**src/rtl/bus_cycle_pkg.sv**
```systemverilog
// Shared types and constants for the 68030 bus cycle controller.
package bus_cycle_pkg;

  typedef enum logic [2:0] {
    IDLE   = 3'd0,
    ACTIVE = 3'd1,
    WAIT   = 3'd2,
    TERM   = 3'd3,
    MODE   = 3'd4,
    AVEC   = 3'd5,
    BERR   = 3'd6,
    END    = 3'd7
  } state_t;

  localparam logic [1:0] PORT8      = 2'b10;
  localparam logic [1:0] PORT16     = 2'b01;
  localparam logic [1:0] PORT32     = 2'b00;
  localparam logic [1:0] DSACK_NONE = 2'b11;

  // Returns field idx (width bits, zero-extended to 16) of a packed per-region vector.
  function automatic logic [15:0] field_of(input logic [127:0] vec, input int idx,
                                           input int width);
    logic [127:0] shifted;
    logic [15:0]  f;
    shifted = vec >> (idx * width);
    f = '0;
    for (int b = 0; b < 16; b++) begin
      if (b < width) f[b] = shifted[b];
    end
    return f;
  endfunction

endpackage

```
**src/rtl/bus_watchdog.sv**
```systemverilog
// Bus-timeout counter for unclaimed cycles; only built with BUS_CYCLE_WATCHDOG_EN.
module bus_watchdog #(
  parameter int TIMEOUT = 64
) (
  input  logic clk,
  input  logic clr_n,
  input  logic run,
  output logic timeout
);

  localparam int CW = (TIMEOUT < 2) ? 1 : $clog2(TIMEOUT);
  localparam logic [CW-1:0] LAST = CW'(TIMEOUT - 1);

  logic [CW-1:0] cnt_q;
  logic [CW-1:0] cnt_d;

  // Saturates on the last count so a late claim never sees a wrapped value.
  always_comb begin
    cnt_d = cnt_q;
    if (!run) begin
      cnt_d = '0;
    end else if (cnt_q != LAST) begin
      cnt_d = cnt_q + CW'(1);
    end
  end

  always_ff @(posedge clk or negedge clr_n) begin
    if (!clr_n) begin
      cnt_q <= '0;
    end else begin
      cnt_q <= cnt_d;
    end
  end

  assign timeout = run && (cnt_q == LAST);

endmodule

```
**src/rtl/bus_cycle_ctrl.sv**
```systemverilog
// 68030 memory/peripheral cycle controller: chip enables, strobes, nDsack/nAvec/nBerr.
// Optional bus-timeout watchdog enabled by defining BUS_CYCLE_WATCHDOG_EN.
module bus_cycle_ctrl
  import bus_cycle_pkg::*;
#(
  parameter int NUM_REGIONS = 4,
  parameter int WAIT_W = 4,
  parameter logic [NUM_REGIONS*WAIT_W-1:0] REGION_WAITS = {4'd1, 4'd1, 4'd2, 4'd3},
  parameter logic [NUM_REGIONS*2-1:0] REGION_PORT = {2'b00, 2'b01, 2'b10, 2'b10},
  parameter int BERR_TIMEOUT = 64
) (
  input  logic                   sysClk,
  input  logic                   nReset,
  input  logic                   nAS,
  input  logic                   RnW,
  input  logic [2:0]             cpuFC,
  input  logic [NUM_REGIONS-1:0] regionHit,
  input  logic                   modeHit,
  input  logic                   avecHit,
  output logic [NUM_REGIONS-1:0] nCE,
  output logic                   nMemRd,
  output logic                   nMemWr,
  output logic [1:0]             nDsack,
  output logic                   nBerr,
  output logic                   nAvec,
  output logic                   overlay
);

  // A negated address strobe clears the cycle exactly like reset, without a clock.
  logic clr_n;
  assign clr_n = nReset & ~nAS;

  state_t                 state_q, state_d;
  logic [2:0]             region_q, region_d;
  logic [WAIT_W-1:0]      cnt_q, cnt_d;
  logic [NUM_REGIONS-1:0] nce_q, nce_d;
  logic                   nrd_q, nrd_d;
  logic                   nwr_q, nwr_d;
  logic [1:0]             dsack_q, dsack_d;
  logic                   nberr_q, nberr_d;
  logic                   navec_q, navec_d;
  logic                   overlay_q, overlay_d;

  logic [WAIT_W-1:0]      region_wait [NUM_REGIONS];
  logic [1:0]             region_port [NUM_REGIONS];

  genvar gi;
  for (gi = 0; gi < NUM_REGIONS; gi++) begin : g_region
    localparam logic [15:0] WAIT_FIELD = field_of(128'(REGION_WAITS), gi, WAIT_W);
    localparam logic [15:0] PORT_FIELD = field_of(128'(REGION_PORT), gi, 2);
    assign region_wait[gi] = WAIT_FIELD[WAIT_W-1:0];
    assign region_port[gi] = PORT_FIELD[1:0];
  end

  logic wd_timeout;
`ifdef BUS_CYCLE_WATCHDOG_EN
  bus_watchdog #(
    .TIMEOUT(BERR_TIMEOUT)
  ) u_watchdog (
    .clk    (sysClk),
    .clr_n  (clr_n),
    .run    (state_q == IDLE),
    .timeout(wd_timeout)
  );
`else
  logic unused_timeout_param;
  assign unused_timeout_param = ^BERR_TIMEOUT;
  assign wd_timeout = 1'b0;
`endif

  logic unused_fc;
  assign unused_fc = ^cpuFC;

  logic [2:0]             hit_idx;
  logic [WAIT_W-1:0]      wait_sel;
  logic [1:0]             port_raw;
  logic [1:0]             port_sel;
  logic [NUM_REGIONS-1:0] nce_sel;

  always_comb begin : region_lookup
    hit_idx = '0;
    for (int i = NUM_REGIONS - 1; i >= 0; i--) begin
      if (regionHit[i]) hit_idx = 3'(i);
    end
    wait_sel = '0;
    port_raw = DSACK_NONE;
    nce_sel  = '1;
    for (int i = 0; i < NUM_REGIONS; i++) begin
      if (region_q == 3'(i)) begin
        wait_sel   = region_wait[i];
        port_raw   = region_port[i];
        nce_sel[i] = 1'b0;
      end
    end
    // An "11" code would never terminate the cycle; treat it as a 32-bit port.
    case (port_raw)
      PORT8, PORT16, PORT32: port_sel = port_raw;
      default:               port_sel = PORT32;
    endcase
  end

  always_comb begin : fsm_next
    state_d  = state_q;
    region_d = region_q;
    cnt_d    = cnt_q;
    nce_d    = nce_q;
    nrd_d    = nrd_q;
    nwr_d    = nwr_q;
    dsack_d  = dsack_q;
    nberr_d  = nberr_q;
    navec_d  = navec_q;
    case (state_q)
      IDLE: begin
        if (avecHit) begin
          state_d = AVEC;
        end else if (|regionHit) begin
          state_d  = ACTIVE;
          region_d = hit_idx;
        end else if (modeHit && !RnW) begin
          state_d = MODE;
        end else if (wd_timeout) begin
          state_d = BERR;
        end
      end
      ACTIVE: begin
        nce_d   = nce_sel;
        nrd_d   = ~RnW;
        nwr_d   = RnW;
        cnt_d   = wait_sel;
        state_d = (wait_sel == '0) ? TERM : WAIT;
      end
      WAIT: begin
        if (cnt_q <= WAIT_W'(1)) state_d = TERM;
        if (cnt_q != '0) cnt_d = cnt_q - WAIT_W'(1);
      end
      TERM: begin
        dsack_d = port_sel;
        state_d = END;
      end
      MODE: begin
        dsack_d = PORT8;
        state_d = END;
      end
      AVEC: begin
        navec_d = 1'b0;
        state_d = END;
      end
      BERR: begin
        nberr_d = 1'b0;
        state_d = END;
      end
      END: begin
        nwr_d = 1'b1;
      end
      default: state_d = IDLE;
    endcase
  end

  always_ff @(posedge sysClk or negedge clr_n) begin
    if (!clr_n) begin
      state_q  <= IDLE;
      region_q <= '0;
      cnt_q    <= '0;
      nce_q    <= '1;
      nrd_q    <= 1'b1;
      nwr_q    <= 1'b1;
      dsack_q  <= DSACK_NONE;
      nberr_q  <= 1'b1;
      navec_q  <= 1'b1;
    end else begin
      state_q  <= state_d;
      region_q <= region_d;
      cnt_q    <= cnt_d;
      nce_q    <= nce_d;
      nrd_q    <= nrd_d;
      nwr_q    <= nwr_d;
      dsack_q  <= dsack_d;
      nberr_q  <= nberr_d;
      navec_q  <= navec_d;
    end
  end

  // Overlay survives nAS negation; only a real reset clears it.
  always_comb begin
    overlay_d = overlay_q ^ ((state_q == MODE) && !nAS);
  end

  always_ff @(posedge sysClk or negedge nReset) begin
    if (!nReset) begin
      overlay_q <= 1'b0;
    end else begin
      overlay_q <= overlay_d;
    end
  end

  assign nCE     = nce_q;
  assign nMemRd  = nrd_q;
  assign nMemWr  = nwr_q;
  assign nDsack  = dsack_q;
  assign nBerr   = nberr_q;
  assign nAvec   = navec_q;
  assign overlay = overlay_q;

endmodule

```
**config.mk**
```make
export PLATFORM = sky130hd
export DESIGN_NAME = bus_cycle_ctrl
export DESIGN_NICKNAME = d
export VERILOG_FILES = /design/src/rtl/bus_cycle_pkg.sv /design/src/rtl/bus_watchdog.sv /design/src/rtl/bus_cycle_ctrl.sv
export SDC_FILE = /design/constraint.sdc
export NUM_CORES = 1
export LEC_CHECK = 0
export CAP_MARGIN = 20
export CORE_UTILIZATION = 25
export DETAILED_ROUTE_END_ITERATION = 10
export PLACE_DENSITY_LB_ADDON = 0.12
export SYNTH_ARGS = -nofsm -noshare
export SYNTH_HDL_FRONTEND = slang
export SYNTH_SLANG_ARGS = --single-unit
export TNS_END_PERCENT = 50
```
**constraint.sdc**
```tcl
create_clock -name sysClk -period 2.22 [get_ports sysClk]
set_clock_uncertainty 0.15 [all_clocks]
set_input_delay 0.555 -clock sysClk [delete_from_list [all_inputs] [get_ports sysClk]]
set_output_delay 0.555 -clock sysClk [all_outputs]
set_load 0.005 [all_outputs]
```
### Word level (Yosys, flattened, before mapping)

Index checks and enable logic that the tools add are counted.

| storage, ports and cells | value |
|---|---|
| logic and storage cells | 78 |
| output and inout bits | 11 |
| bits in registers | 21 |
| bits of input ports | 13 |

| operators by class | value |
|---|---|
| bitwise operators | 5 |
| $lt $le $gt $ge | 1 |
| equal/unequal tests | 15 |
| add/sub/neg operators | 1 |
| reduce and logical (&&, ||, !) cells | 19 |
| muxes and demuxes | 27 |

Operators with widths:

| cell | number |
|---|---|
| 2-bit two-way mux | 9 |
| 4-bit two-way mux | 4 |
| 3-bit by 2-bit == test with 1-bit output, second input constant | 4 |
| 3-bit == test, second input constant | 4 |
| 3-bit two-way mux | 4 |
| 3-bit one-hot mux with 4 select lines | 1 |
| 4-bit one-hot mux with 2 select lines | 1 |
| 4-bit nonzero test | 2 |
| 4-bit OR reduction | 2 |
| 3-bit by 1-bit == test with 1-bit output, second input constant | 2 |
| 3-bit zero test | 2 |
| 1-bit two-way mux | 6 |
| 3-bit AND reduction | 2 |
| 2-bit nonzero test | 3 |
| 4-bit by 1-bit <= comparator with 1-bit output, second input constant | 1 |
| 4-bit zero test | 1 |
| 2-bit != test, second input constant | 2 |
| 4-bit != test, second input constant | 1 |
| 2-bit one-hot mux with 2 select lines | 1 |
| 4-bit by 1-bit subtractor with 4-bit output, second input constant | 1 |
| 1-bit NOT | 3 |
| 3-bit OR reduction | 1 |
| 2-bit by 1-bit == test with 1-bit output, second input constant | 1 |
| 2-bit == test, second input constant | 1 |
| other kinds (7) | 9 |

### Logic depth before layout (Yosys ltp)

Gate-level depths: netlist of the first run.

| depth | value |
|---|---|
| word-level depth | 9 |
| gate-level depth with buffers | 5 |
| depth with buffers taken out | 5 |

### Worst setup path before layout of the first run

OpenSTA, ideal clock, no wires.

| timing | value |
|---|---|
| path kind | reg2reg |
| start | reg state_q[1] |
| end | reg cnt_q[3] |
| buffers on the path | 2 |
| setup time | 0.078 ns |
| period minus slack after synthesis | 1.740 ns |
| slack | 0.480 ns |
| stages on the path, launching flop included | 6 |
| required time | 1.992 ns |
| data arrival time | 1.512 ns |
| path through | dfrtp_1 > buf_4 > or3b_1 > buf_2 > or4_1 > a21oi_1 |

| between the ends | value |
|---|---|
| word-level cells in the longest chain between the ends | 3 |
| elaborated cells on any way between the ends | 6 |
| those cells by class | eq/ne: 3; mux: 1; reduce/logical: 2 |

RTL lines:

| item | line | source |
|---|---|---|
| start: declaration | bus_cycle_ctrl.sv:33 | `state_t state_q, state_d;` |
| start signal: assignment | bus_cycle_ctrl.sv:171 | `state_q <= state_d;` |
| 3-bit by 2-bit == test with 1-bit output / 3-bit by 1-bit == test with 1-bit output (equally long branches) | bus_cycle_ctrl.sv:112 | `case (state_q)` |
| 2-bit != test (no source line) / 2-bit nonzero test (equally long branches) | n/a |  |
| 2-bit AND reduction (no source line) | n/a |  |
| end signal: assignment | bus_cycle_ctrl.sv:173 | `cnt_q <= cnt_d;` |
| end: declaration | bus_cycle_ctrl.sv:35 | `logic [WAIT_W-1:0] cnt_q, cnt_d;` |

Parallel ways exist; a longest one is shown, timed or not.
A chain may end at the register's enable or synchronous reset.

### Worst setup path after layout of the first run

| timing | value |
|---|---|
| start | reg nwr_q, in the netlist nMemWr |
| end | out nMemWr |

RTL lines:

| item | line | source |
|---|---|---|
| start: declaration | bus_cycle_ctrl.sv:38 | `logic nwr_q, nwr_d;` |
| start signal: assignment | bus_cycle_ctrl.sv:176 | `nwr_q <= nwr_d;` |
| end: declaration | bus_cycle_ctrl.sv:22 | `output logic nMemWr,` |

No word-level cell between the ends.

==> summary.md, run 1 <==
| Metric | Value |
|---|---|
| Simple logic cell fraction of the synthesized area | `20.3%` |
| Slew headroom | `64.7%` |
| Nets | `148` |
| Post-Syn Instances | `103` |
| Worst flop-to-flop path startpoint | `cnt_q[0]` |
| #FFs+latches synth | `20` |
| Syn Nets | `118` |
| Hold_buf cts | `0` |
| Post-Synth XOR/XNOR Area | `0.872%` |
| Wire per inst | `12.6 µm` |
| Fraction of layout instances using a drive strength above 1 | `18.9%` |
| Total CTS buffers | `3` |
| Synth area leaders | `dfstp_2 26%, dfrtp_1 25%, o21ai_0 4.5%` |
| Max cap viols | `0` |
| Worst-margin pin slew | `529 ps` |
| CTS HTree Levels | `1` |
| Worst Setup Path Type | `reg2out` |
| P&R area growth vs syn | `36.5%` |
| Critical path depth | `1` |
| Total GRT Usage | `12.2%` |
| Clock tree buffer depth | `2` |
| Fillers | `405` |
| Critical Path Sink Type | `output port` |
| Yosys Warn Count | `0` |
| Fmax | `501 MHz` |
| Number of flops mapped to enable cells by yosys | `0` |
| Crit path max-delay family | `flip-flops` |
| Critical Path, Cell by Cell | `clkdlybuf4s50_1` |
| Via density | `4.63` |
| Max Transition Viols Final | `0` |
| RePlAce Congestion | `0.762` |
| Reg-to-reg slack, setup | `380 ps` |
| Largest net degree at the start of global routing | `13` |
| Vias | `834` |
| Dpl hpwl | `1760 µm` |
| Post-synth top flop | `dfstp_2` |
| Post-synthesis mux area share | `3.11%` |
| Clock transition at the registers of the reported paths | `70 ps` |
| Reg2Reg Depth | `5` |
| Main combinational cell family by area after synthesis | `simple AND/OR/NAND/NOR gates` |
| Remaining DRCs | `0` |
| Final setup fails | `0` |
| First-pass GRT wire length | `3930 µm` |
| Util after Layout | `36.6%` |
| CORE AREA | `3740 µm²` |
| Sequential cell area fraction in the yosys report | `51.1%` |
| Compound-Gate Fraction of Synth Area | `16.8%` |
| Min-Delay Path Class | `reg2reg` |
| Worst R2R End | `state_q[0]` |
| Number of distinct library cells after synthesis | `36` |
| 1st-pass router iterations | `4` |
| RSZ-0062 raised after global routing | `no` |
| Power density over the cells | `514 nW/µm²` |
| Synth Area in Adders | `2.49%` |
| Die ar. | `4280 µm²` |
| First-iteration detailed-routing DRC count | `26` |
| Die Wd | `65.4 µm` |
| Sink Count | `20` |
| Worst setup endpoint | `nMemWr` |
| Pre-CTS setup slack | `14.0 ps` |
| Starting density of the core | `26.8%` |
| Final worst slack | `225 ps` |
| PortBufs | `20` |
| Synthesized area | `1000 µm²` |
| Avg Cell Area, Syn | `9.75 µm²` |
| Fin crit period | `2000 ps` |
| CP max-delay cell | `dfstp_2` |
| DRT antenna net count | `0` |
| Skew-Pair Late Insertion Delay | `250 ps` |
| # rows | `22` |
| Setup Buffers After CTS | `0` |
| Largest area contributor in the netlist | `dfstp_2` |
| Setup TNS | `0 ps` |
| Critical Path RT | `1510 ps` |
| Worst path max stage delay | `550 ps` |
| DRT Wirelength | `2270 µm` |
| Status | `finished, final reports clean` |
| Die H | `65.4 µm` |
| Clk root buf | `clkbuf_8` |
| Setup crit start | `nMemWr` |
| Worst Setup Start Kind | `register` |
| Leak | `0.560 nW` |
| Total global routing overflow | `0` |
| WP data arrival | `1290 ps` |
| Top cell type's share of synthesized area | `26.2%` |
| Initial antenna violation count | `0` |
| TritonCTS clock tree | `built` |
| Number of global-route vias before repair | `854` |
| Crit share post-route | `89.9%` |
| Share of flip-flops with an asynchronous set or reset | `100%` |
| Hold Startpoint | `nAvec` |
| Worst vdd ir | `0.225 mV` |
| Crit path buf inv count | `1` |
| IO Pins | `24` |
| ANT cells | `0` |
| Max Fanout on Critical Path | `3` |
| Hold Fails Final Rpt | `0` |
| Post_cts resized | `0` |
## how the worst min path moves through the flow
stage	endpoint	slack (ps)	cells past startpoint
global route	overlay	290	1
CTS	overlay	290	1
global placement	nAvec	290	2
detailed placement	nAvec	290	2
floorplan	overlay	110	0
finish	nAvec	290	2
## layout by cell type, fill, tap and decap left out, types with 2 or more instances in the layout
cell type	count
clkbuf_8	4
nor2_1	9
inv_1	8
dfstp_2	10
buf_4	10
nor3b_1	3
a311oi_1	2
a31oi_1	2
clkdlybuf4s50_1	20
nor2b_1	3
mux2i_1	2
ha_1	2
dfrtp_1	10
o21ai_0	9
nor4_1	3
a21oi_1	4
nand2_1	9
nor3_1	2
or4_1	3
## synthesized netlist by cell type, types with 2 or more instances
library cell  number
o21ai_0            9
a311oi_1           2
a31oi_1            2
nor3b_1            3
mux2i_1            2
a21oi_1            4
ha_1               2
nand2_1            9
inv_1              8
dfrtp_1           10
nor2b_1            3
nor3_1             2
dfstp_2           10
nor2_1             9
or4_1              3
clkbuf_1           3
nor4_1             3
## per-layer routing
metal / vias to the layer above / track usage [%] / wire (µm)
met5: - / 0 / 0
met4: 0 / 4.89 / 13
met3: 2 / 1.91 / 60
met2: 13 / 20.1 / 1100
met1: 397 / 15.7 / 1090
li1: 422 / - / -
## state kept, by name, summed over array words and instances, names as in the netlist
| register | count |
|---|---|
| nDsack | 2 |
| state_q | 3 |
| cnt_q | 4 |
| overlay | 1 |
| nMemWr | 1 |
| nAvec | 1 |
| region_q | 2 |
| nBerr | 1 |
| nCE | 4 |
| nMemRd | 1 |
## cell families (layout without fill, tap and decap cells)
| logic type | after synthesis | in the layout |
|---|---|---|
| AO/OA/AOI/OAI | 26 | 26 |
| XOR/XNOR | 1 | 1 |
| adder cells (fa/ha/maj) | 2 | 2 |
| buffers and inverters | 13 | 42 |
| flip-flops | 20 | 20 |
| multiplexers | 3 | 3 |
| AND/OR/NAND/NOR | 38 | 38 |
## power breakdown
| group | total [mW] | internal [mW] | switching (mW) |
|---|---|---|---|
| clock network | 0.272 | 0.158 | 0.114 |
| logic | 0.0555 | 0.0327 | 0.0228 |
| registers | 0.378 | 0.372 | 0.00560 |
| total | 0.705 | 0.562 | 0.142 |
## cell type report
class | count | area (µm²) | share of cell area, %
Clock buffer | 4 | 55.1 | 4.01
Timing Repair Buffer | 30 | 275 | 20.1
Inverter | 8 | 30.0 | 2.19
Multi-Input combinational cell | 70 | 438 | 31.9
Tap cell | 48 | 60.1 | 4.38
Sequential cell | 20 | 513 | 37.4
## per-stage QoR
| step | std cells | hold slack, ps | total power [mW] | area, µm² |
|---|---|---|---|---|
| final | 180 | 291 | 0.705 | 1370 |
| after global routing | 180 | 292 | 0.734 | 1370 |
| after CTS | 180 | 294 | 0.718 | 1370 |
| after detailed placement | 176 | 285 | 0.440 | 1320 |
| after global placement | 176 | 288 | 0.440 | 1320 |
| after floorplan | 103 | 109 | 0.400 | 1000 |
## worst min-delay path: stages (launching register included)
cell	delay, ps
dfstp_2	370
inv_1	40
a31oi_1	30
(Power assumes the default switching activity.)
==> run 2, diff against run 1 <==
--- a/config.mk
+++ b/config.mk
@@ -9,6 +9,7 @@
 export CORE_UTILIZATION = 25
 export DETAILED_ROUTE_END_ITERATION = 10
 export PLACE_DENSITY_LB_ADDON = 0.12
+export RECOVER_POWER = 25
 export SYNTH_ARGS = -nofsm -noshare
 export SYNTH_HDL_FRONTEND = slang
 export SYNTH_SLANG_ARGS = --single-unit
==> constraint.sdc (replaced) <==
create_clock -name sysClk -period 2.22 [get_ports sysClk]
set_clock_uncertainty 0.15 [all_clocks]
set_input_delay 0.333 -clock sysClk [delete_from_list [all_inputs] [get_ports sysClk]]
set_output_delay 0.333 -clock sysClk [all_outputs]
set_load 0.005 [all_outputs]
==> run 2 against run 1 <==
Net effect:
- hold slack got worse by 150 ps
- die area did not move
- final area fell by 4.0%
- critical endpoint is now state_q[0]
- largest power group unchanged
- flip-flop and latch count did not move
- core utilization fell by 1.5 points
==> summary.md, run 2 (same netlist as run 1, synthesis figures left out) <==
| Metric | Value |
|---|---|
| Hold_buf cts | `0 (unchanged)` |
| Die H | `65.4 µm (unchanged)` |
| Cell area after layout | `1320 µm² (was 1370 µm²)` |
| Most frequent cells in the layout | `19 x clkdlybuf4s50_1, 10 x dfrtp_1, 10 x dfstp_2 (was 20 x clkdlybuf4s50_1, 10 x dfrtp_1, 10 x dfstp_2, 10 x buf_4)` |
| Skew-Pair Late Insertion Delay | `250 ps (about the same)` |
| Total GRT Usage | `11.7% (was 12.2%)` |
| Remaining DRCs | `0 (unchanged)` |
| Total Power | `0.658 mW (was 0.705 mW)` |
| RSZ-0062 raised after global routing | `no (unchanged)` |
| CP max-delay cell | `nor3b_1 (was dfstp_2)` |
| Critical Path RT | `2220 ps (was 1510 ps)` |
| Clock power share | `35.4% (was 38.5%)` |
| RePlAce Congestion | `0.716 (was 0.762)` |
| Crit share post-route | `82.8% (was 89.9%)` |
| Wire per inst | `13.1 µm (was 12.6 µm)` |
| IO Pins | `24 (unchanged)` |
| First-iteration detailed-routing DRC count | `5 (was 26)` |
| First-pass GRT wire length | `3880 µm (was 3930 µm)` |
| Die ar. | `4280 µm² (unchanged)` |
| Sink Count | `20 (unchanged)` |
| Post_cts resized | `0 (unchanged)` |
| Hold Fails Final Rpt | `0 (unchanged)` |
| P&R area growth vs syn | `31.0% (was 36.5%)` |
| DRT Wirelength | `2270 µm (about the same)` |
| Fmax | `544 MHz (was 501 MHz)` |
| PortBufs | `20 (unchanged)` |
| NetSw | `0.139 mW (was 0.142 mW)` |
| Dpl hpwl | `1720 µm (was 1760 µm)` |
| Worst-margin pin slew | `1040 ps (was 529 ps)` |
| Initial antenna violation count | `0 (unchanged)` |
| Crit path max-delay family | `compound AO/OA/AOI/OAI gates (was flip-flops)` |
| Fin crit period | `1840 ps (was 2000 ps)` |
| Gate power share | `7.2% (was 7.9%)` |
| Worst vdd ir | `0.250 mV (was 0.225 mV)` |
| Max cap viols | `0 (unchanged)` |
| Int Pwr | `0.519 mW (was 0.562 mW)` |
| Via density | `4.76 (was 4.63)` |
| Nets | `143 (was 148)` |
| Commonest non-fill, non-tap cell in the layout | `clkdlybuf4s50_1 (unchanged)` |
| Crit path buf inv count | `1 (unchanged)` |
| Final setup fails | `0 (unchanged)` |
| ANT cells | `0 (unchanged)` |
| Sequential Power Share | `57.4% (was 53.6%)` |
| TritonCTS clock tree | `built (unchanged)` |
| Max Fanout on Critical Path | `5 (was 3)` |
| Setup TNS | `0 ps (unchanged)` |
| Net Sw Frac | `21.1% (was 20.2%)` |
| Setup Buffers After CTS | `0 (unchanged)` |
| Critical Path Sink Type | `register (was output port)` |
| Worst path max stage delay | `460 ps (was 550 ps)` |
| Power density over the cells | `500 nW/µm² (was 514 nW/µm²)` |
| # rows | `22 (unchanged)` |
| Number of global-route vias before repair | `850 (was 854)` |
| Vias | `828 (was 834)` |
| CORE AREA | `3740 µm² (unchanged)` |
| Slew headroom | `30.6% (was 64.7%)` |
| DRT antenna net count | `0 (unchanged)` |
| Clock tree buffer depth | `2 (unchanged)` |
| Die Wd | `65.4 µm (unchanged)` |
| Fraction of layout instances using a drive strength above 1 | `14.3% (was 18.9%)` |
| CTS HTree Levels | `1 (unchanged)` |
| Min-Delay Path Class | `in2async (was reg2reg)` |
| Starting density of the core | `26.8% (unchanged)` |
| Max Transition Viols Final | `0 (unchanged)` |
| 1st-pass router iterations | `4 (unchanged)` |
| Clock transition at the registers of the reported paths | `70 ps (about the same)` |
| Total CTS buffers | `3 (unchanged)` |
| Clk root buf | `clkbuf_8 (unchanged)` |
| Status | `finished, final reports clean (unchanged)` |
| Worst Setup Start Kind | `register (unchanged)` |
| Worst Setup Path Type | `reg2reg (was reg2out)` |
| Largest net degree at the start of global routing | `20 (was 13)` |
| Leak | `0.525 nW (was 0.560 nW)` |
| Area post-placement | `1280 µm² (was 1320 µm²)` |
| WP data arrival | `1840 ps (was 1290 ps)` |
| Critical Path, Cell by Cell | `inv_1 > ha_1 > nor3b_1 > a211oi_1 > a311oi_1 (was clkdlybuf4s50_1)` |
| Total global routing overflow | `0 (unchanged)` |
[run 2: changes by cell type in the layout (fill, tap and decap cells not counted), sizes merged]
| cell | before | now |
|---|---|---|
| buf | 10 | 4 |
| clkdlybuf4s50 | 20 | 19 |
| dlygate4sd3 | 0 | 1 |
[run 2: power by group through the flow]
stage | Combinational [mW] | Clock, mW | Sequential [mW]
3_3_place_gp | 0.0495 | 0 | 0.384
2_1_floorplan | 0.0175 | 0 | 0.382
3_5_place_dp | 0.0497 | 0 | 0.384
4_1_cts | 0.0499 | 0.244 | 0.377
6_report | 0.0474 | 0.233 | 0.377
5_1_grt | 0.0531 | 0.254 | 0.378
[run 2: stage by stage]
| step | utilization (%) | setup slack (ps) | std cells | hold WS (ps) |
|---|---|---|---|---|
| 5_1_grt | 35.2 | 163 | 174 | 136 |
| 3_3_place_gp | 34.2 | 231 | 171 | 287 |
| 3_5_place_dp | 34.2 | 210 | 171 | 285 |
| 6_report | 35.2 | 382 | 174 | 141 |
| 4_1_cts | 35.3 | 378 | 174 | 64.0 |
| 2_1_floorplan | - | 480 | 103 | -113 |
[run 2: cell type report]
class,instances,area [µm²]
tap,48,60.1
timing repair buffer,25,234
multi-input combinational,70,438
sequential,20,513
inverter,8,30.0
clock buffer,3,41.3
fill,393,2430
[run 2: path summary, 6_finish.rpt]
check                      depth (start not counted)  slack, ps           to     start
max                                                5        380   state_q[0]  cnt_q[0]
min                                                1        140      overlay    nReset
max reg2reg                                        5        380   state_q[0]  cnt_q[0]
min reg2reg                                        2        290        nAvec     nAvec
max in group asynchronous                          3        500  region_q[1]    nReset
min in group sysClk                                2        290        nAvec     nAvec
[run 2: layer usage]
| layer | global-route usage (%) | wire length, µm |
|---|---|---|
| met5 | 0 | 0 |
| met4 | 4.08 | 13 |
| met3 | 1.56 | 62 |
| met2 | 19.2 | 1080 |
| met1 | 15.7 | 1120 |
